**src/rtl/hazard_scoreboard_unit.sv**
```systemverilog
// hazard_scoreboard_unit
// Pipeline hazard controller for a 5-stage RV32I core. It provides:
//   - MEM/WB -> EX operand forwarding selects
//   - load-use detection with a multi-cycle ID stall (LOAD_STALL_CYCLES)
//   - a register scoreboard for outstanding long-latency (mul/div) writebacks,
//     which detects RAW, WAW and structural (too many in flight) hazards
//   - branch flush control for the IF/ID and ID/EX pipeline registers
//
// Ports:
//   clk, reset                       clock (rising edge), async active-high reset
//   d_rs1/d_rs2/d_rd, d_uses_rs1/d_uses_rs2/d_regwren, d_lx
//                                    ID-stage register indices and usage flags
//   e_rs1/e_rs2/e_rd, e_memren, e_regwren, e_lx_issue
//                                    EX-stage indices, load flag, long-latency issue
//   m_rd/m_regwren, w_rd/w_regwren   MEM/WB destinations for forwarding
//   lx_done, lx_rd                   long-latency completion (writes RF this edge)
//   e_br_taken                       branch/jump taken in EX
//   stall_if, ifid_wren, ifid_flush, idex_flush
//                                    pipeline register controls
//   rs1_sel, rs2_sel                 forward selects: 00 RF, 01 MEM, 10 WB
//   sb_pending, sb_count, sb_full    registered scoreboard state
//
// State exposure: the load-stall counter (ldc) is the only sequencing state;
// it is observable through stall_if / idex_flush. The scoreboard state is
// exported directly on sb_pending / sb_count / sb_full.
module hazard_scoreboard_unit #(
  parameter int NUM_REGS          = 32,
  parameter int REG_AW            = $clog2(NUM_REGS),
  parameter int LOAD_STALL_CYCLES = 1,
  parameter int MAX_PENDING       = 4
) (
  input  logic                clk,
  input  logic                reset,
  input  logic [REG_AW-1:0]   d_rs1,
  input  logic [REG_AW-1:0]   d_rs2,
  input  logic [REG_AW-1:0]   d_rd,
  input  logic                d_uses_rs1,
  input  logic                d_uses_rs2,
  input  logic                d_regwren,
  input  logic                d_lx,
  input  logic [REG_AW-1:0]   e_rs1,
  input  logic [REG_AW-1:0]   e_rs2,
  input  logic [REG_AW-1:0]   e_rd,
  input  logic                e_memren,
  input  logic                e_regwren,
  input  logic                e_lx_issue,
  input  logic [REG_AW-1:0]   m_rd,
  input  logic [REG_AW-1:0]   w_rd,
  input  logic                m_regwren,
  input  logic                w_regwren,
  input  logic                lx_done,
  input  logic [REG_AW-1:0]   lx_rd,
  input  logic                e_br_taken,
  output logic                stall_if,
  output logic                ifid_wren,
  output logic                ifid_flush,
  output logic                idex_flush,
  output logic [1:0]          rs1_sel,
  output logic [1:0]          rs2_sel,
  output logic [NUM_REGS-1:0] sb_pending,
  output logic [REG_AW:0]     sb_count,
  output logic                sb_full
);

  localparam logic [2:0]        LDC_INIT  = 3'(LOAD_STALL_CYCLES - 1);
  localparam logic [REG_AW+1:0] MAX_PEND  = (REG_AW+2)'(MAX_PENDING);
  localparam logic [REG_AW:0]   MAX_CNT   = (REG_AW+1)'(MAX_PENDING);

  // ---------------------------------------------------------------------------
  // Forwarding (combinational). MEM is younger than WB, so it wins.
  // e_regwren is not needed here: forwarding is keyed on the producers in
  // MEM/WB; the EX write flag only matters once that instruction reaches MEM.
  // ---------------------------------------------------------------------------
  logic e_regwren_unused;
  assign e_regwren_unused = e_regwren;

  always_comb begin
    rs1_sel = 2'b00;
    if (!reset && e_rs1 != '0) begin
      if (m_regwren && m_rd == e_rs1)      rs1_sel = 2'b01;
      else if (w_regwren && w_rd == e_rs1) rs1_sel = 2'b10;
    end
  end

  always_comb begin
    rs2_sel = 2'b00;
    if (!reset && e_rs2 != '0) begin
      if (m_regwren && m_rd == e_rs2)      rs2_sel = 2'b01;
      else if (w_regwren && w_rd == e_rs2) rs2_sel = 2'b10;
    end
  end

  // ---------------------------------------------------------------------------
  // Load-use stall. The first stall cycle comes straight from load_hit while
  // ldc is still 0; ldc then counts the remaining LOAD_STALL_CYCLES-1 cycles.
  // A taken branch squashes the dependent instruction, so ldc is cleared.
  // ---------------------------------------------------------------------------
  logic       load_hit;
  logic       ld_stall;
  logic [2:0] ldc;

  assign load_hit = e_memren && (e_rd != '0) &&
                    ((d_uses_rs1 && e_rd == d_rs1) || (d_uses_rs2 && e_rd == d_rs2));
  assign ld_stall = (ldc == 3'd0 && load_hit) || (ldc != 3'd0);

  always_ff @(posedge clk or posedge reset) begin
    if (reset)                ldc <= 3'd0;
    else if (e_br_taken)      ldc <= 3'd0;
    else if (ldc != 3'd0)     ldc <= ldc - 3'd1;
    else if (load_hit)        ldc <= LDC_INIT;
  end

  // ---------------------------------------------------------------------------
  // Scoreboard. A register is "pending" if its bit is set or an op targeting it
  // issues from EX this cycle (the bit is not visible until the next edge).
  // lx_done is deliberately not bypassed: the hazard drops the cycle after the
  // bit clears.
  // ---------------------------------------------------------------------------
  logic pend_rs1, pend_rs2, pend_rd;
  logic [REG_AW+1:0] sb_demand;
  logic struct_hit;
  logic sb_hazard;

  assign pend_rs1 = (d_rs1 != '0) && (sb_pending[d_rs1] || (e_lx_issue && e_rd == d_rs1));
  assign pend_rs2 = (d_rs2 != '0) && (sb_pending[d_rs2] || (e_lx_issue && e_rd == d_rs2));
  assign pend_rd  = (d_rd  != '0) && (sb_pending[d_rd]  || (e_lx_issue && e_rd == d_rd));

  assign sb_demand  = {1'b0, sb_count} + (REG_AW+2)'(e_lx_issue);
  assign struct_hit = d_lx && (sb_demand >= MAX_PEND);

  assign sb_hazard = (d_uses_rs1 && pend_rs1) ||
                     (d_uses_rs2 && pend_rs2) ||
                     (d_regwren  && pend_rd)  ||
                     struct_hit;

  // Next scoreboard value: clear first, then set, so a same-edge set wins.
  logic [NUM_REGS-1:0] sb_next;
  logic [REG_AW:0]     cnt_next;

  always_comb begin
    sb_next = sb_pending;
    if (lx_done)                    sb_next[lx_rd] = 1'b0;
    if (e_lx_issue && e_rd != '0)   sb_next[e_rd]  = 1'b1;
    sb_next[0] = 1'b0;
  end

  always_comb begin
    cnt_next = '0;
    for (int i = 0; i < NUM_REGS; i++) begin
      cnt_next = cnt_next + (REG_AW+1)'(sb_next[i]);
    end
  end

  always_ff @(posedge clk or posedge reset) begin
    if (reset) begin
      sb_pending <= '0;
      sb_count   <= '0;
      sb_full    <= 1'b0;
    end else begin
      sb_pending <= sb_next;
      sb_count   <= cnt_next;
      sb_full    <= (cnt_next == MAX_CNT);
    end
  end

  // ---------------------------------------------------------------------------
  // Pipeline controls. A taken branch overrides the stall: IF must fetch the
  // target and the stalled ID instruction is on the wrong path anyway.
  // While reset is high the pipeline is held flushed.
  // ---------------------------------------------------------------------------
  logic stall;
  assign stall = ld_stall || sb_hazard;

  assign stall_if   = !reset && stall && !e_br_taken;
  assign ifid_wren  = reset || !stall || e_br_taken;
  assign ifid_flush = reset || e_br_taken;
  assign idex_flush = reset || stall || e_br_taken;

endmodule

```
**config.mk**
```make
export PLATFORM = sky130hd
export DESIGN_NAME = hazard_scoreboard_unit
export DESIGN_NICKNAME = d
export VERILOG_FILES = /design/src/rtl/hazard_scoreboard_unit.sv
export SDC_FILE = /design/constraint.sdc
export NUM_CORES = 1
export LEC_CHECK = 0
export CAP_MARGIN = 20
export CORE_MARGIN = 1.5
export CORE_UTILIZATION = 43
export DETAILED_ROUTE_END_ITERATION = 10
export PLACE_DENSITY = 0.83
export SLEW_MARGIN = 0
export SYNTH_ARGS = -nofsm -noshare
export SYNTH_HDL_FRONTEND = slang
export SYNTH_SLANG_ARGS = --single-unit
```
**constraint.sdc**
```tcl
create_clock -name clk -period 5.2 [get_ports clk]
set_input_delay 0.78 -clock clk [delete_from_list [all_inputs] [get_ports clk]]
set_output_delay 0.78 -clock clk [all_outputs]
set_load 0.02 [all_outputs]
```
==> results of run 1 <==
-- per-layer routing --
| layer | vias up | GRT usage (%) | routed length, um |
|---|---|---|---|
| met5 | - | 0 | 0 |
| met2 | 286 | 53.6 | 7370 |
| met3 | 69 | 4.61 | 1240 |
| li1 | 1829 | - | - |
| met4 | 0 | 18.7 | 784 |
| met1 | 2069 | 38.8 | 5390 |
-- worst reg2reg max path, cell delays in order (launching register included) --
cell,delay [ns]
dfrtp_1,0.46
o21ai_1,0.13
o21a_1,0.17
fa_1,0.57
fa_1,0.44
fa_1,0.54
inv_2,0.05
fa_2,0.54
fa_1,0.47
fa_1,0.54
fa_2,0.38
inv_2,0.07
fa_2,0.23
inv_1,0.05
a21o_1,0.18
a21oi_2,0.14
xnor2_1,0.10
nor4_1,0.17
-- flip-flops by register name, indices dropped and copies added, names as in the netlist --
| signal | count |
|---|---|
| sb_pending | 31 |
| sb_full | 1 |
| sb_count | 6 |
| ldc | 3 |
-- path summary, 6_finish.rpt --
check                      cells past startpoint  slack (ns)            from        endpoint
setup / recovery                              20       -0.70        lx_rd[0]         sb_full
setup reg to reg                              17       -0.11  sb_pending[18]         sb_full
hold / removal                                 2        0.58          ldc[1]          ldc[1]
max in group asynchronous                      3        3.76           reset  sb_pending[28]
hold reg to reg                                2        0.58          ldc[1]          ldc[1]
min in group asynchronous                      2        0.71           reset          ldc[1]
-- stage by stage --
stage / hold WS (ns) / cells / worst slack (ns) / cell area, um2
floorplan: 0.505 / 402 / -0.679 / 3990
global placement: 0.531 / 661 / -1.26 / 5510
detailed placement: 0.561 / 661 / -1.43 / 5510
CTS: 0.542 / 718 / -0.602 / 6060
global route: 0.600 / 713 / -0.750 / 6100
finish: 0.581 / 713 / -0.704 / 6100
-- area by class of cell --
| type | count | area, um2 |
|---|---|---|
| multi-input cells | 294 | 2760 |
| fillers | 609 | 2710 |
| repair buffers | 212 | 1870 |
| flip-flops and latches | 41 | 1030 |
| inverters | 50 | 188 |
| well taps | 108 | 135 |
| clock buffers | 6 | 82.6 |
| clock inverters | 2 | 37.5 |
-- synthesized netlist by cell type, types with 5 or more instances --
master / instances / area, um2
o21ai_0: 60 / 300
inv_1: 50 / 188
dfrtp_1: 41 / 1030
xor2_1: 27 / 236
fa_1: 23 / 460
mux4_2: 18 / 405
mux2i_1: 14 / 140
nand3_1: 14 / 70.1
nand3b_1: 13 / 97.6
nor2_1: 13 / 48.8
o21a_1: 12 / 90.1
ha_1: 11 / 138
xnor2_1: 11 / 96.3
a21oi_1: 9 / 45.0
nand2_1: 9 / 33.8
buf_2: 7 / 35.0
clkbuf_1: 6 / 22.5
nor4_1: 6 / 37.5
or4_1: 6 / 45.0
or3b_2: 5 / 43.8
-- cell families (layout without fill, tap and decap cells) --
family / after synthesis / count (layout) / synth area share [%]
and+or+nand+nor: 86 / 86 / 13.2
buffers and inverters: 67 / 270 / 7.20
AOI/OAI and AO/OA: 101 / 101 / 15.2
DFF: 41 / 41 / 26.1
other: 1 / 1 / 0.0954
muxes: 34 / 34 / 14.5
xor gates and xnor gates: 38 / 38 / 8.47
adders and majority gates: 34 / 34 / 15.2
-- layout by cell type (no fill, tap or decap), types with 3 or more instances in the layout --
master | Yosys | layout
mux4_2 | 18 | 18
dfrtp_1 | 41 | 41
xnor2_1 | 11 | 9
a211oi_1 | 3 | 3
o21a_1 | 12 | 12
nor4_1 | 6 | 6
nand2_1 | 9 | 8
buf_6 | 2 | 16
mux2i_1 | 14 | 14
nand3b_1 | 13 | 13
fa_2 | 0 | 7
nor2_1 | 13 | 13
or3b_4 | 0 | 5
clkbuf_8 | 0 | 6
a21o_1 | 3 | 3
a21oi_1 | 9 | 7
buf_4 | 2 | 104
xor2_1 | 27 | 27
fa_1 | 23 | 16
o21ai_2 | 0 | 14
nor3b_1 | 4 | 4
inv_2 | 0 | 8
or4_1 | 6 | 6
clkdlybuf4s50_1 | 0 | 90
a2111oi_0 | 3 | 3
ha_1 | 11 | 11
nand3_1 | 14 | 14
nor3_1 | 4 | 4
o21ai_0 | 60 | 36
inv_1 | 50 | 42
o21ai_1 | 1 | 9
-- what timing repair did --
item,CTS,global route
endpoints found under the setup margin,7,8
gates cloned,0,0
resized for setup,96,30
hold buffers,0,0
pin swaps,26,18
buffers inserted,50,4
==> summary.md, run 1 <==
| Metric | Value |
|---|---|
| Fmax | `169 MHz` |
| DRT Pass-1 Iters | `10` |
| Area growth syn-to-layout | `55.3%` |
| # rows | `34` |
| Critical-path cell list | `buf_6, or3b_4, o21ai_4, o21ai_4, fa_1, inv_2, fa_2, fa_2, inv_2, fa_2, fa_1, fa_1, fa_2, inv_2, fa_2, inv_1, a21o_1, a21oi_2, xnor2_1, nor4_1` |
| Req. time, crit path | `about 5.4 ns` |
| Routed WL | `14800 um` |
| Starting DRC count in detailed routing | `between 300 and 400` |
| Slowest stage cell, crit path | `fa_2` |
| Top Family by Delay on Critical Path | `adder cells` |
| Crit Path Category | `input port to register` |
| Fin. max-slew vios | `0` |
| Post-DR vias/cell | `around 6` |
| Vias in the first global route | `~4500` |
| ANT cells | `0` |
| Worst path most repeated cell | `fa_2` |
| Critical Path Max Stage Delay | `0.55 ns` |
| Die area | `between 9000 and 10000 um2` |
| Final nets | `just under 700` |
| Critical path capture point type | `register` |
| Slew Limit Headroom | `a little over half` |
| Routability cong. | `0.960` |
| Core area | `8810 um2` |
| Hold Violations, Final | `0` |
| Die Y | `between 90 and 100 um` |
| Violated checks | `DRC, setup timing` |
| Clock transition at path regs | `~0.080 ns` |
| Worst Max-Slew Pin Slew | `approximately 0.67 ns` |
| All-layer global routing usage | `between 30% and 40%` |
| HPWL Detailed | `approximately 11000 um` |
| Largest net degree at the start of global routing | `39` |
| EDFF count, synth | `0` |
| Port bufs | `102` |
| RSZ-0062 raised after global routing | `true` |
| Minimum clock period | `5.90 ns` |
| Fraction of layout cells with a size suffix above 1 | `32.1%` |
| Wirelength per Cell | `around 21 um` |
| Top FF cell, synth | `dfrtp_1` |
| Syn_area_per_cell | `approximately 10 um2` |
| Synth cell types | `50` |
| Starting Density | `between 40% and 50%` |
| TNS Setup | `-3.01 ns` |
| Syn_nets | `between 400 and 500` |
| Final Util | `approximately 69%` |
| Mapped cell area | `slightly below 4000 um2` |
| Post-synthesis sequential area ratio | `a little over a quarter` |
| Detail Route Antenna Nets | `0` |
| CP max FO | `7` |
| CTS tree | `built` |
| CP bufs+invs | `5` |
| Post-Synthesis Cells | `402` |
| Synth warn | `0` |
| Critical Path Start Type | `input port` |
| Max Buffers Root-to-Sink | `2` |
| CP arrival | `a little over 6 ns` |
| Worst-Skew Late Latency | `0.30 ns` |
| H-tree levels | `2` |
| Tcrit/Tclk final | `114%` |
| Type of the most critical hold path | `register to register` |
| Die width | `98.6 um` |
| Fraction of registers with async set/reset | `100%` |
| Initial antenna violation count | `0` |
| Vias after detailed routing | `approximately 4300` |
| IO Pins | `approximately 110` |
| Status | `complete, but fails checks` |
| Maxcap violations | `0` |
| Total global routing overflow | `0` |
| Clock root cell | `clkbuf_8` |
| Seq cells post-synth | `between 40 and 50` |
| First-pass GRT wire length | `roughly 24000 um` |
| Setup-failing EPs final | `6` |
| # DRC | `7` |
| CTS Buf Count | `5` |
| CTS Sinks | `between 40 and 50` |
| Worst setup margin | `-0.704 ns` |
| Worst clock skew | `approximately 0.0081 ns` |
Power of run 1 is left out: the tool's default activity adds up to more than one toggle a clock period on the data nets, which glitch-free logic cannot reach.
==> run 2, diff against run 1 <==
--- a/config.mk
+++ b/config.mk
@@ -10,6 +10,7 @@
 export CORE_UTILIZATION = 43
 export DETAILED_ROUTE_END_ITERATION = 10
 export PLACE_DENSITY = 0.83
+export SKIP_CTS_REPAIR_TIMING = 1
 export SLEW_MARGIN = 0
 export SYNTH_ARGS = -nofsm -noshare
 export SYNTH_HDL_FRONTEND = slang
==> run 2 against run 1 <==
The run still ends with DRC, setup timing left. Hold slack worse by 0.021 ns. Final cell count is 4.9% lower. Non-clock buffer count down 35. Highest routed layer unchanged.
==> summary.md, run 2 (synthesis gave the netlist of run 1 again) <==
| Metric | Value |
|---|---|
| Fin. max-slew vios | `0` |
| Critical path capture point type | `register` |
| Core area | `a little under 9000 um2` |
| First-pass GRT wire length | `20900 um` |
| Worst path most repeated cell | `fa_1` |
| CTS tree | `built` |
| Critical-path cell list | `clkbuf_2, buf_6, buf_4, nand3b_1, o21ai_1, o21ai_4, inv_1, fa_1, fa_1, fa_1, inv_1, fa_2, fa_1, fa_1, fa_2, inv_2, fa_2, inv_2, a21o_1, a21oi_2, xnor2_1, nor4_1` |
| Vias in the first global route | `4044` |
| Placed instance area | `5510 um2` |
| Routed WL | `13200 um` |
| Clock root cell | `clkbuf_8` |
| Crit Path Category | `input port to register` |
| Critical Path Max Stage Delay | `between 0.5 and 0.6 ns` |
| HPWL Detailed | `roughly 11000 um` |
| Tcrit/Tclk final | `114%` |
| HP Start | `sb_pending[12]` |
| Starting DRC count in detailed routing | `~300` |
| Final nets | `around 660` |
| CTS Sinks | `41` |
| RSZ-0062 raised after global routing | `true` |
| Detail Route Antenna Nets | `0` |
| FF-to-FF setup slack | `-0.06 ns` |
| Slowest stage cell, crit path | `fa_2` |
| ANT cells | `0` |
| Largest register FFs | `31` |
| Clock transition at path regs | `roughly 0.08 ns` |
| Pre-CTS setup slack | `-1.43 ns` |
| Area growth syn-to-layout | `46.4%` |
| DRT Pass-1 Iters | `8` |
| Wirelength per Cell | `about 19 um` |
| Fmax | `168 MHz` |
| Violated checks | `DRC, setup timing` |
| Req. time, crit path | `roughly 5.4 ns` |
| Initial antenna violation count | `0` |
| Hold Path Cell Cnt | `2` |
| Status | `complete, but fails checks` |
| Die Y | `slightly below 100 um` |
| Fill count | `~670` |
| Reg2reg start | `sb_pending[18]` |
| Setup-failing EPs final | `6` |
| Area occupied by multi-input gates | `~2700 um2` |
| Most common cell after layout, fill and taps aside | `clkdlybuf4s50_1` |
| Slew Limit Headroom | `between 50 and 60%` |
| Max Buffers Root-to-Sink | `2` |
| Maxcap violations | `0` |
| Post-Layout Inst Area | `about 5800 um2` |
| Total global routing overflow | `0` |
| Starting Density | `44.6%` |
| Critical Path Start Type | `input port` |
| CP bufs+invs | `7` |
| CP arrival | `just over 6 ns` |
| CP max FO | `4` |
| Top Family by Delay on Critical Path | `adder cells` |
| Vias after detailed routing | `about 3900` |
| Worst-Skew Late Latency | `approximately 0.30 ns` |
| Largest Register | `sb_pending` |
| Largest net degree at the start of global routing | `39` |
| TNS Setup | `-2.93 ns` |
| Worst reg2reg path endpoint | `sb_full` |
| All-layer global routing usage | `roughly 28%` |
| Non-Filler Instances | `between 600 and 700` |
| Fraction of layout cells with a size suffix above 1 | `a little over a quarter` |
| Die width | `around 99 um` |
| R2R depth | `17` |
| Register area | `about 1000 um2` |
| # rows | `34` |
| IO Pins | `105` |
| CTS Buf Count | `5` |
| Port bufs | `102` |
| Biggest registers after layout | `sb_pending: 31 flops, sb_count: 6 flops, ldc: 3 flops` |
| Minimum clock period | `between 5 and 6 ns` |
| Worst Max-Slew Pin Slew | `0.677 ns` |
| Die area | `9720 um2` |
| Type of the most critical hold path | `register to register` |
| Worst clock skew | `0.0111 ns` |
| Most frequent cells in the layout | `clkdlybuf4s50_1 (90), buf_4 (72), inv_1 (43), dfrtp_1 (41), o21ai_0 (39)` |
| Post-DR vias/cell | `approximately 5.8` |
| Routability cong. | `~0.96` |
| Hold endpoint | `sb_pending[12]` |
| CP startpoint | `lx_rd[3]` |
| Worst setup margin | `-0.741 ns` |
| H-tree levels | `2` |
| Hold Violations, Final | `0` |
| Placed Cells | `around 660` |
| # DRC | `7` |
==> run 2: cell types whose count changed in the layout (fill, tap and decap cells not counted), moves of 2 or more <==
cell            change
dlymetal6s2s_1      +2
buf_4              -32
clkbuf_2            +9
fa_2                -2
o21ai_2             -4
o21ai_1             +2
buf_6              -12
o21ai_0             +3
fa_1                +2
buf_2               -2
==> run 2: worst max-delay path by stage <==
stage | cells after the start | endpoint
2_1_floorplan | 20 | sb_full
3_3_place_gp | 20 | sb_full
3_5_place_dp | 20 | sb_full
4_1_cts | 20 | sb_full
5_1_grt | 21 | sb_full
6_report | 22 | sb_full
==> run 2: final cells by class <==
type                            instances  area share (%)
Multi-Input combinational cell        294            47.4
Timing Repair Buffer                  177            27.1
Sequential cell                        41            17.8
Inverter                               50            3.26
Tap cell                              108            2.35
Clock buffer                            6            1.44
Clock inverter                          2           0.652
==> run 2: metrics by stage <==
step | hold slack [ns] | util, %
6_report | 0.560 | 65.3
5_1_grt | 0.576 | 65.3
4_1_cts | 0.580 | 63.9
3_5_place_dp | 0.561 | 62.5
3_3_place_gp | 0.531 | 62.5
2_1_floorplan | 0.505 | -
==> run 2: worst min-delay path, cell delays in order (launching register included) <==
cell	delay [ns]
dfrtp_1	0.39
o21ai_2	0.08
o21ai_2	0.06
==> run 2: layer usage <==
layer / wire (um) / vias to the layer above / GRT usage, %
li1: - / 1755 / -
met1: 5170 / 1937 / 35.4
met2: 6570 / 201 / 45.2
met3: 953 / 46 / 4.47
met4: 500 / 0 / 14.1
met5: 0 / - / 0
Power of run 2 is left out for the same reason.
